## config.mk

```make
export PLATFORM = sky130hd
export DESIGN_NAME = spawn_scheduler
export DESIGN_NICKNAME = d
export VERILOG_FILES = /design/src/rtl/spawn_scheduler.sv
export SDC_FILE = /design/constraint.sdc
export NUM_CORES = 1
export LEC_CHECK = 0
export ABC_AREA = 1
export BUFFER_PORTS_ARGS = -buffer_cell sky130_fd_sc_hd__buf_4
export CORE_MARGIN = 4
export CORE_UTILIZATION = 54
export DETAILED_ROUTE_END_ITERATION = 8
export MAX_ROUTING_LAYER = met4
export PLACE_DENSITY = 0.77
export SYNTH_ARGS = -nofsm -noshare
export SYNTH_HDL_FRONTEND = slang
export SYNTH_SLANG_ARGS = --single-unit
```

## constraint.sdc

```tcl
create_clock -name C50 -period 2.26 [get_ports C50]
set_input_delay 0.339 -clock C50 [delete_from_list [all_inputs] [get_ports C50]]
set_output_delay 0.339 -clock C50 [all_outputs]
set_load 0.01 [all_outputs]
```

## src/rtl/spawn_scheduler.sv

```systemverilog
`default_nettype none
// ============================================================================
// Module   : spawn_scheduler
// Brief    : Pausable, speed-ramping fruit spawn scheduler with LFSR lane pick
//            and a valid/ready spawn request toward the renderer.
// Revision : 1.0 - initial release
// ============================================================================
module spawn_scheduler #(
    parameter logic [19:0] INIT_PERIOD = 20'd770_000,
    parameter logic [19:0] MIN_PERIOD  = 20'd250_000,
    parameter logic [19:0] PERIOD_STEP = 20'd10,
    parameter logic [15:0] LFSR_SEED   = 16'hACE1
) (
    input  logic        C50,
    input  logic        Reset,
    input  logic        start,
    input  logic        pause,
    input  logic        game_over,
    input  logic        spawn_ready,
    output logic        spawn_valid,
    output logic [1:0]  spawn_lane,
    output logic        tick,
    output logic [19:0] period,
    output logic [15:0] spawn_count,
    output logic [7:0]  drop_count,
    output logic [1:0]  state
);

    localparam logic [1:0]  S_IDLE   = 2'd0;
    localparam logic [1:0]  S_RUN    = 2'd1;
    localparam logic [1:0]  S_PAUSED = 2'd2;
    localparam logic [1:0]  S_OVER   = 2'd3;
    localparam logic [15:0] C_LFSR_TAPS  = 16'hB400;
    localparam logic [20:0] C_RAMP_FLOOR = {1'b0, MIN_PERIOD} + {1'b0, PERIOD_STEP};

    logic [1:0]  state_q, state_d;
    logic [19:0] count_q, count_d;
    logic [19:0] period_q, period_d;
    logic [15:0] lfsr_q, lfsr_d;
    logic        tick_q, tick_d;
    logic        valid_q, valid_d;
    logic [1:0]  lane_q, lane_d;
    logic [15:0] scount_q, scount_d;
    logic [7:0]  dcount_q, dcount_d;

    logic        w_in_game;
    logic        w_load;
    logic        w_leave;
    logic        w_advance;
    logic        w_expire;
    logic        w_accept;
    logic [15:0] w_lfsr_next;

    // ---------------- state register ----------------
    always_ff @(posedge C50) begin
        if (Reset) begin
            state_q <= S_IDLE;
        end else begin
            state_q <= state_d;
        end
    end

    // ---------------- next-state logic ----------------
    always_comb begin
        state_d = state_q;
        case (state_q)
            S_IDLE, S_OVER: if (start) state_d = S_RUN;
            S_RUN: begin
                if (game_over)  state_d = S_OVER;
                else if (pause) state_d = S_PAUSED;
            end
            S_PAUSED: begin
                if (game_over)   state_d = S_OVER;
                else if (!pause) state_d = S_RUN;
            end
            default: state_d = S_IDLE;
        endcase
    end

    // ---------------- schedule / output logic ----------------
    assign w_in_game   = (state_q == S_RUN) || (state_q == S_PAUSED);
    assign w_load      = !w_in_game && start;
    assign w_leave     = w_in_game && game_over;
    // game_over outranks a coincident tick or accept: the game ends first.
    assign w_advance   = (state_q == S_RUN) && !game_over;
    assign w_expire    = w_advance && (count_q == period_q - 20'd1);
    assign w_accept    = w_in_game && !game_over && valid_q && spawn_ready;
    assign w_lfsr_next = {1'b0, lfsr_q[15:1]} ^ (lfsr_q[0] ? C_LFSR_TAPS : 16'h0000);

    always_comb begin
        count_d  = count_q;
        period_d = period_q;
        lfsr_d   = lfsr_q;
        tick_d   = 1'b0;
        valid_d  = valid_q;
        lane_d   = lane_q;
        scount_d = scount_q;
        dcount_d = dcount_q;
        if (w_load) begin
            count_d  = 20'd0;
            period_d = INIT_PERIOD;
            lfsr_d   = LFSR_SEED;
            valid_d  = 1'b0;
            scount_d = 16'd0;
            dcount_d = 8'd0;
        end else if (w_leave) begin
            valid_d = 1'b0;
        end else begin
            if (w_accept) begin
                valid_d  = 1'b0;
                scount_d = scount_q + 16'd1;
            end
            if (w_expire) begin
                count_d  = 20'd0;
                tick_d   = 1'b1;
                period_d = ({1'b0, period_q} >= C_RAMP_FLOOR) ? (period_q - PERIOD_STEP)
                                                              : MIN_PERIOD;
                lfsr_d   = w_lfsr_next;
                if (!valid_q || w_accept) begin
                    valid_d = 1'b1;
                    lane_d  = w_lfsr_next[1:0];
                end else if (dcount_q != 8'hFF) begin
                    dcount_d = dcount_q + 8'd1;
                end
            end else if (w_advance) begin
                count_d = count_q + 20'd1;
            end
        end
    end

    always_ff @(posedge C50) begin
        if (Reset) begin
            count_q  <= 20'd0;
            period_q <= INIT_PERIOD;
            lfsr_q   <= LFSR_SEED;
            tick_q   <= 1'b0;
            valid_q  <= 1'b0;
            lane_q   <= 2'd0;
            scount_q <= 16'd0;
            dcount_q <= 8'd0;
        end else begin
            count_q  <= count_d;
            period_q <= period_d;
            lfsr_q   <= lfsr_d;
            tick_q   <= tick_d;
            valid_q  <= valid_d;
            lane_q   <= lane_d;
            scount_q <= scount_d;
            dcount_q <= dcount_d;
        end
    end

    assign spawn_valid = valid_q;
    assign spawn_lane  = lane_q;
    assign tick        = tick_q;
    assign period      = period_q;
    assign spawn_count = scount_q;
    assign drop_count  = dcount_q;
    assign state       = state_q;

endmodule
`default_nettype wire

```

==> metrics.md, run 1 <==
| Metric | Value |
|---|---|
| Run status | finished with violations |
| Failing checks | setup timing |
| Transition time at the pin with the least slew margin | 0.6487 ns |
| Avg WL per Cell | 15.58 um |
| Mapped Nets | 811 |
| Synth async-reset ratio | 0% |
| Core box area | 0.009284 mm2 |
| IO buf count | 54 |
| Via count | 5896 |
| Max clock buf depth | 2 |
| Reg2reg setup slack | -0.08 ns |
| Num CTS Buffers | 9 |
| Critical path arrival | 2.64 ns |
| Via density | 5.444 |
| Leakage | 3.201 nW |
| Syn Area/Cell | 6.480 um2 |
| CTS Hold Bufs | 0 |
| Slew margin rel. | 56.65% |
| Die width | 105.9 um |
| Post-Syn Area | 0.005177 mm2 |
| Post-synth EDFFs | 0 |
| Crit. Startpoint | period[2] |
| Reg-to-reg endpoint | drop_count[7] |
| Count leader, synth | nand2_1 |
| Synth Warn # | 0 |
| H-tree depth | 3 |
| HPWL after DPL | 12.47 mm |
| Crit path required time | 2.56 ns |
| Hold WS | 0.1803 ns |
| CTS root buf | clkbuf_8 |
| Fin. max-slew vios | 0 |
| Critical Path Sink | drop_count[7] |
| Die Ht | 105.9 um |
| Post-place setup slack | -0.2431 ns |
| Final wirelength | 16.87 mm |
| Vias in the first global route | 5625 |
| Peak Freq | 427.1 MHz |
| Yosys top cell by area | dfxtp_1 |
| Yosys top cell area share | 32.87% |
| Full die area | 0.01122 mm2 |
| Clk_lat worst skew | 0.37 ns |
| Worst Setup End Kind | register |
| Pre-Repair DR Iteration Count | 5 |
| Synth top area cells | dfxtp_1 (33%), nand2_1 (13%), nor2_1 (8.4%) |
| R2R depth | 16 |
| Layout Cell Area excl Fill | 0.007152 mm2 |
| Initial antenna violation count | 0 |
| Number of cell rows | 35 |
| Sequential cell area fraction in the yosys report | 32.87% |
| Post-route DRC | 0 |
| Initial Util | 55.77% |
| Grt ovf | 0 |
| RSZ-0062 raised after global routing | yes |
| 1st-iter DRT viols | 368 |
| GRT Resource Usage Total | 30.42% |
| Highest net fanout along the worst path | 8 |
| Share of layout cells above drive strength 1 | 33.12% |
| Largest net degree at the start of global routing | 19 |
| Startpoint Class | register |
| Reg clk slew, reported paths | 0.10 ns |
| VDD IR max | 0.5808 mV |
| Total power draw | 3.528 mW |
| Mapped Cells | 799 |
| # diodes | 0 |
| Final setup viols | 4 |
| Filler cell count | 719 |
| First-pass GRT wire length | 26.90 mm |
| Synth cell count leaders | nand2_1 (184), nor2_1 (116), inv_1 (108), dfxtp_1 (85), nand3_1 (70) |
| Max cap viols | 0 |
| I/O pins | 56 |
| Hold wc startpoint | Reset |
| Post-DRT Antenna Nets | 0 |
| Util after Layout | 77.04% |
| Layout Nets | 961 |
| Skew final | 0.009308 ns |
| CTS Sinks | 85 |
| Worst hold path type | primary input to register |
| Most used DFF post-synth | dfxtp_1 |
| WS Path Type | register to register |
| Yosys reg bits | 85 |
| Setup ws final | -0.08117 ns |
| Synth cell types | 44 |
| Reg2reg start | period[2] |
| PwrDens | 493.3 mW/mm2 |
| Fin crit share | 103.6% |
| GPL Wtd Cong | 0.9779 |
| TritonCTS clock tree | yes |
| Clock period minus worst slack | 2.341 ns |
| Layout overhead on the synthesized area | 38.13% |
| Final Hold Violating Endpoints | 0 |
| DP Area | 0.006248 mm2 |
## worst max-delay path, cell delays in order, from the launching register on
cell	delay, ns
dfxtp_2	0.35
inv_2	0.08
ha_4	0.19
nand2_4	0.08
nor2_4	0.18
nand2_1	0.09
nand2_2	0.08
nand2_1	0.07
nor2_2	0.15
nand2_2	0.09
nor2_4	0.14
nand2_2	0.07
nor2_4	0.26
nand4_1	0.15
nand2_1	0.10
nand2_1	0.07
nor2_1	0.10
## cell families (layout without fill, tap and decap cells)
kind of cell    count (synthesis)  in the layout  share of synthesized area (%)
simple gates                  450            453                          39.49
buf+inv                       132            284                          10.32
compound gates                 95             95                          10.73
flops                          85             85                          32.87
xor+xnor                       30             30                          5.075
fa+ha+maj                       6              6                          1.450
other cells                     1              1                        0.07243
## layout by cell type, fill, tap and decap left out, types with 3 or more instances in the layout
cell       Yosys  routed
clkbuf_8       0       9
nor3_1        20      14
nand3_2        4      16
ha_4           0       3
o21a_1         3       3
nor2_4         7      22
nor2_2         5      17
inv_1        108      99
nand3b_1       3       3
o2111ai_1      3       3
dfxtp_1       85      74
nor2_1       116      91
inv_2          4      12
xnor2_1       15      15
nand2_1      184     156
nand3_1       70      57
o21ai_0       38      33
buf_6          3      13
nand2_2        9      32
dfxtp_2        0      10
inv_8          0       3
o21ai_1        0       3
ha_1           6       3
xor2_1        15      15
nor3_2         1       7
a21oi_1       32      31
buf_4          2     139
o211ai_1       6       6
a211oi_2       2       4
nand4_1       17      17
nand2_4        1       6
## per-layer routing
layer  track usage (%)  vias to the layer above  routed length [um]
li1                  -                     2871                   -
met1             36.42                     2741                6862
met2             52.23                      224                8480
met3             4.068                       60                 903
met4             11.56                        0                 622
met5                 -                        -                   0
## how the worst min path moves through the flow
stage | to | cells past startpoint
after floorplan | state[0] | 1
after global placement | lfsr_q[7] | 2
after detailed placement | lfsr_q[7] | 2
after CTS | state[0] | 2
after global routing | state[0] | 2
final | state[0] | 2
## where the power goes
part	switching (mW)	total, mW	internal [mW]
Sequential	0.0318	1.56	1.53
Clock	0.689	1.13	0.438
Combinational	0.492	0.837	0.345
Total	1.21	3.53	2.32
## flip-flops by register name, indices dropped and copies added (netlist names)
name,flops
count_q,20
drop_count,8
lfsr_q,16
period,19
spawn_count,16
spawn_lane,2
spawn_valid,1
state,2
tick,1
## layout make-up
class / instances / area (um2) / area share [%]
inverters: 113 / 426.7 / 5.966
clock buffers: 9 / 123.9 / 1.732
flip-flops and latches: 85 / 1718 / 24.02
repair buffers: 155 / 1245 / 17.41
multi-input cells: 585 / 3402 / 47.57
well taps: 129 / 161.4 / 2.257
clock inverters: 7 / 75.07 / 1.050
## stage by stage
step                instances   TNS, ns
CTS                      1063  -0.02671
finish                   1083   -0.1262
global route             1083    -3.272
global placement         1040    -4.050
detailed placement       1040    -6.309
floorplan                 799         0
## what timing repair did
item / in CTS / in global routing
buffers inserted: 3 / 19
hold endpoints to repair: 0 / 0
gates resized for setup: 41 / 111
pin swaps: 14 / 53
endpoints found under the setup margin: 64 / 73
cloned: 4 / 1
Power figures use the tool's default switching activity.
==> run 2: changes to the inputs <==
PLACE_DENSITY = 0.75   (was 0.77)
==> run 2 against run 1 <==
  * The run now ends clean
  * Non-clock buffer count decreased by 10
  * First-iteration DRC count decreased by 11%
  * Global-route usage decreased by 2.2 points
  * Critical path depth unchanged
  * Combinational power decreased by 10%
  * Sequential power about the same
  * Clock power decreased by 4%
==> metrics.md, run 2 (same netlist as run 1, synthesis figures left out) <==
| Metric | Value |
|---|---|
| Run status | complete, no violations |
| Initial antenna violation count | 0 |
| Final Hold Violating Endpoints | 0 |
| Sequential Area | 0.001722 mm2 |
| Final cell count without fillers | 1073 |
| Layout Nets | 951 |
| Leakage | 3.162 nW |
| Core box area | 0.009284 mm2 |
| HPWL after DPL | 11.85 mm |
| RSZ-0062 raised after global routing | yes |
| IO buf count | 54 |
| Clock period minus worst slack | 2.228 ns |
| Commonest non-fill, non-tap cells in the layout | nand2_1 (161), buf_4 (133), inv_1 (96) |
| Clk_lat worst skew | 0.37 ns |
| Largest Register | count_q |
| Max cap viols | 0 |
| Largest net degree at the start of global routing | 30 |
| Vias in the first global route | 5312 |
| WS Path Type | register to register |
| CTS Sinks | 85 |
| Crit path required time | 2.49 ns |
| Max reg flops | 20 |
| Reg clk slew, reported paths | 0.10 ns |
| Fin. max-slew vios | 0 |
| Highest net fanout along the worst path | 5 |
| Worst hold path type | primary input to register |
| Critical path arrival | 2.45 ns |
| Post-route DRC | 0 |
| 1st-iter DRT viols | 329 |
| Transition time at the pin with the least slew margin | 0.6948 ns |
| Filler cell count | 750 |
| Die width | 105.9 um |
| Layout overhead on the synthesized area | 37.26% |
| Pre-Repair DR Iteration Count | 5 |
| Startpoint Class | register |
| Final wirelength | 16.13 mm |
| PwrDens | 479.2 mW/mm2 |
| Via count | 5764 |
| Skew final | 0.02323 ns |
| Peak Freq | 448.7 MHz |
| Fin crit share | 98.61% |
| I/O pins | 56 |
| Max clock buf depth | 2 |
| GPL Wtd Cong | 1.066 |
| GRT Resource Usage Total | 28.17% |
| Avg WL per Cell | 15.03 um |
| H-tree depth | 3 |
| Full die area | 0.01122 mm2 |
| VDD IR max | 0.4927 mV |
| Initial Util | 55.77% |
| TritonCTS clock tree | yes |
| Number of cell rows | 35 |
| CTS root buf | clkbuf_8 |
| First-pass GRT wire length | 25.00 mm |
| Share of layout cells above drive strength 1 | 33.47% |
| Multi-input gate area | 0.003450 mm2 |
| CTS Hold Bufs | 0 |
| Worst Setup End Kind | register |
| Num CTS Buffers | 9 |
| # diodes | 0 |
| Via density | 5.372 |
| Commonest non-fill, non-tap cell in the layout | nand2_1 |
| Slew margin rel. | 52.48% |
| Grt ovf | 0 |
| Final setup viols | 0 |
| Die Ht | 105.9 um |
| Placed cell count | 1039 |
| Post-DRT Antenna Nets | 0 |
| Util after Layout | 76.55% |
run 2: cell types whose count changed in the layout (fill, tap and decap cells not counted), sizes merged:
cell	previous run	this run
clkinvlp	1	0
inv	116	115
buf	155	145
clkinv	3	5
run 2: power breakdown:
group / leakage, nW / internal [mW] / switching (mW) / total (mW)
registers: 0.686 / 1.53 / 0.0441 / 1.57
logic: 2.37 / 0.291 / 0.460 / 0.751
clock network: 0.101 / 0.434 / 0.646 / 1.08
run 2: worst paths after layout:
| kind | cells after the start | slack [ns] | endpoint | from |
|---|---|---|---|---|
| max reg2reg | 16 | 0.03 | drop_count[0] | period[1] |
| max | 16 | 0.03 | drop_count[0] | period[1] |
| min reg2reg | 2 | 0.47 | lfsr_q[6] | lfsr_q[6] |
| min | 2 | 0.19 | state[0] | Reset |
run 2: final cells by class:
cell class              count  area share [%]
clock buffers               9           1.743
clock inverters             7           1.039
inverters                 113           6.039
multi-input cells         585           48.54
flip-flops and latches     85           24.23
well taps                 129           2.271
repair buffers            145           16.14
run 2: worst max-delay path, cell delays in order, from the launching register on:
cell,delay [ns]
dfxtp_2,0.35
inv_2,0.05
ha_4,0.27
nand2_1,0.09
nand2_2,0.07
nand3_2,0.09
nor2_4,0.14
nand2_2,0.06
nor2_2,0.11
nand3_2,0.15
nor2_2,0.14
nand3_2,0.11
buf_6,0.16
nor2_4,0.11
nand3_2,0.07
o21ai_2,0.07
nor2_1,0.06
run 2: layer usage:
metal,track usage [%],vias to the layer above,share of wire [%]
li1,-,2859,-
met1,34.96,2649,41
met2,46.68,205,49
met3,4.493,51,6.2
met4,10.08,0,3.2
met5,-,-,0
run 2: through the flow:
step	cell area [um2]	setup TNS [ns]	setup slack [ns]	hold slack (ns)	total power [mW]
CTS	6534	-0.04801	-0.04801	0.1844	3.286
detailed placement	6241	-1.796	-0.1566	0.4562	2.213
floorplan	5177	0	0.02463	0.4175	1.936
global route	7107	-0.9139	-0.09106	0.1742	3.564
finish	7107	0	0.03150	0.1907	3.405
global placement	6241	-0.7059	-0.1439	0.4455	2.191
run 2: timing repair:
action,in CTS,in global routing
endpoints found under the hold margin,0,0
gates resized for setup,24,139
gates cloned,1,5
setup buffers,0,12
setup endpoints to repair,49,72
pin swaps,3,58
==> run 3: changes to the inputs <==
ABC_AREA = unset   (was 1)
CORE_UTILIZATION = 53   (was 54)
CTS_CLUSTER_DIAMETER = 80   (was unset)
==> run 3 against run 2 <==
  * The flow now finishes with violations (setup timing)
  * Global-route usage is 0.63 points higher
  * Final cell count is 20% lower
  * Final area is 6.2% lower
  * Critical path type unchanged
  * Critical endpoint is now period[2]
  * Largest cell class unchanged
==> metrics.md, run 3 <==
| Metric | Value |
|---|---|
| Post-Syn Area | 0.004606 mm2 |
| Failing checks | setup timing |
| Total power draw | 3.150 mW |
| RSZ-0062 raised after global routing | yes |
| Mapped Nets | 595 |
| Share of layout cells above drive strength 1 | 35.94% |
| Yosys top cell area share | 36.95% |
| Most used DFF post-synth | dfxtp_1 |
| Synth cell types | 61 |
| Max cap viols | 0 |
| H-tree depth | 3 |
| Post-synth EDFFs | 0 |
| WS Path Type | register to register |
| Largest net degree at the start of global routing | 19 |
| Highest net fanout along the worst path | 7 |
| Sequential Area | 0.001713 mm2 |
| Final setup viols | 66 |
| Synth Warn # | 0 |
| 1st-iter DRT viols | 335 |
| Num CTS Buffers | 9 |
| Count leader, synth | dfxtp_1 |
| Die width | 101.2 um |
| Filler cell count | 571 |
| Peak Freq | 350.8 MHz |
| Fin. max-slew vios | 0 |
| Syn Area/Cell | 7.900 um2 |
| Via density | 5.810 |
| Full die area | 0.01025 mm2 |
| IO buf count | 54 |
| Grt ovf | 0 |
| Vias in the first global route | 4950 |
| Startpoint Class | register |
| Skew final | 0.009864 ns |
| Max clock buf depth | 2 |
| Avg WL per Cell | 16.92 um |
| Crit path required time | 2.54 ns |
| Run status | finished with violations |
| PwrDens | 472.6 mW/mm2 |
| Hold WS | 0.1896 ns |
| Commonest non-fill, non-tap cells in the layout | buf_4 (179), dfxtp_1 (78), nor2_1 (76) |
| Via count | 4991 |
| CTS Sinks | 85 |
| Post-route DRC | 0 |
| Synth async-reset ratio | 0% |
| HPWL after DPL | 10.34 mm |
| Die Ht | 101.2 um |
| Final Hold Violating Endpoints | 0 |
| GRT Resource Usage Total | 28.80% |
| Worst hold path type | primary input to register |
| Yosys top cell by area | dfxtp_1 |
| Initial antenna violation count | 0 |
| Leakage | 2.681 nW |
| Reg2reg setup slack | -0.59 ns |
| Fin crit share | 126.1% |
| Crit. Startpoint | period[2] |
| CTS root buf | clkbuf_8 |
| Layout Nets | 761 |
| Core box area | 0.008341 mm2 |
| First-pass GRT wire length | 23.01 mm |
| Critical path arrival | 3.13 ns |
| R2R depth | 8 |
| Yosys reg bits | 85 |
| Multi-input gate area | 0.003012 mm2 |
| # diodes | 0 |
| Reg-to-reg endpoint | period[2] |
| VDD IR max | 0.4995 mV |
| Synth cell count leaders | dfxtp_1 (85), nor2_1 (80), nand2_1 (68), xor2_1 (38), a21oi_1 (28) |
| Critical Path Sink | period[2] |
| GPL Wtd Cong | 1.022 |
| Worst Setup End Kind | register |
| Number of cell rows | 33 |
| Post-DRT Antenna Nets | 0 |
| TritonCTS clock tree | yes |
| Clk_lat worst skew | 0.35 ns |
| Layout overhead on the synthesized area | 44.72% |
| Largest Register | count_q |
| Final wirelength | 14.53 mm |
| Clock period minus worst slack | 2.851 ns |
| I/O pins | 56 |
| Max reg flops | 20 |
| Reg2reg start | period[2] |
| Initial Util | 55.22% |
| Synth top area cells | dfxtp_1 (37%), xor2_1 (7.2%), nor2_1 (6.5%) |
| Mapped Cells | 583 |
| Commonest non-fill, non-tap cell in the layout | buf_4 |
| Sequential cell area fraction in the yosys report | 36.95% |
| Reg clk slew, reported paths | 0.09 ns |
| Pre-Repair DR Iteration Count | 7 |
| Setup ws final | -0.5906 ns |
[run 3: layout make-up]
type | count | share of cell area, %
clock buffers | 11 | 2.121
clock inverters | 5 | 1.614
inverters | 11 | 0.6570
multi-input cells | 451 | 45.18
flip-flops and latches | 85 | 25.70
well taps | 105 | 1.971
repair buffers | 191 | 22.75
[run 3: kinds of logic (layout without fill, tap and decap cells)]
kind of cell | count (synthesis) | in the layout | share of synthesized area, %
buf+inv | 47 | 218 | 4.238
other cells | 1 | 1 | 0.08142
simple gates | 279 | 279 | 30.32
xor+xnor | 58 | 58 | 11.03
flops | 85 | 85 | 36.95
compound gates | 96 | 96 | 13.37
mux | 11 | 11 | 2.391
fa+ha+maj | 6 | 6 | 1.630
[run 3: where the power goes]
group | total, mW | leakage, nW | switching (mW) | internal, mW
combinational | 0.303 | 1.87 | 0.173 | 0.131
clock | 1.34 | 0.124 | 0.568 | 0.770
sequential | 1.51 | 0.685 | 0.00495 | 1.50
total | 3.15 | 2.68 | 0.745 | 2.40
[run 3: routing by layer]
| metal | track usage (%) | part of all wire [%] | vias to the layer above |
|---|---|---|---|
| met5 | - | 0 | - |
| met1 | 33.81 | 41 | 2392 |
| met2 | 49.85 | 51 | 190 |
| met4 | 9.816 | 1.9 | 0 |
| li1 | - | - | 2377 |
| met3 | 4.614 | 6.1 | 32 |
[run 3: worst min path at each step]
| stage | end | cells past startpoint | start | slack [ns] |
|---|---|---|---|---|
| after floorplan | lfsr_q[3] | 2 | lfsr_q[3] | 0.43 |
| after global placement | lfsr_q[3] | 2 | lfsr_q[3] | 0.44 |
| after detailed placement | lfsr_q[6] | 2 | lfsr_q[7] | 0.46 |
| after CTS | state[1] | 2 | Reset | 0.18 |
| after global routing | state[1] | 2 | Reset | 0.18 |
| final | state[1] | 2 | Reset | 0.19 |
[run 3: timing repair]
action,4_1_cts,5_1_grt
endpoints found under the setup margin,68,72
buffers inserted,7,2
cloned,2,0
hold buffers,0,0
pin swaps,10,17
resized for setup,19,35
[run 3: metrics by stage]
| stage | TNS (ns) | worst slack (ns) | instance area [um2] | utilization (%) | instances |
|---|---|---|---|---|---|
| 6_report | -29.22 | -0.5906 | 6665 | 79.91 | 859 |
| 5_1_grt | -35.50 | -0.6943 | 6665 | 79.91 | 859 |
| 4_1_cts | -28.97 | -0.5587 | 6535 | 78.35 | 858 |
| 3_5_place_dp | -30.61 | -0.5887 | 6080 | 72.89 | 833 |
| 3_3_place_gp | -31.58 | -0.6135 | 6080 | 72.89 | 833 |
| 2_1_floorplan | -26.34 | -0.5610 | 4778 | - | 583 |
[run 3: critical path: stages (launching register included)]
cell       delay, ns
dfxtp_4         0.37
or4_4           0.59
nor2b_4         0.19
nand4_1         0.15
a21oi_2         0.21
nand4bb_1       0.16
or4_4           0.61
or3_1           0.38
a21oi_1         0.12
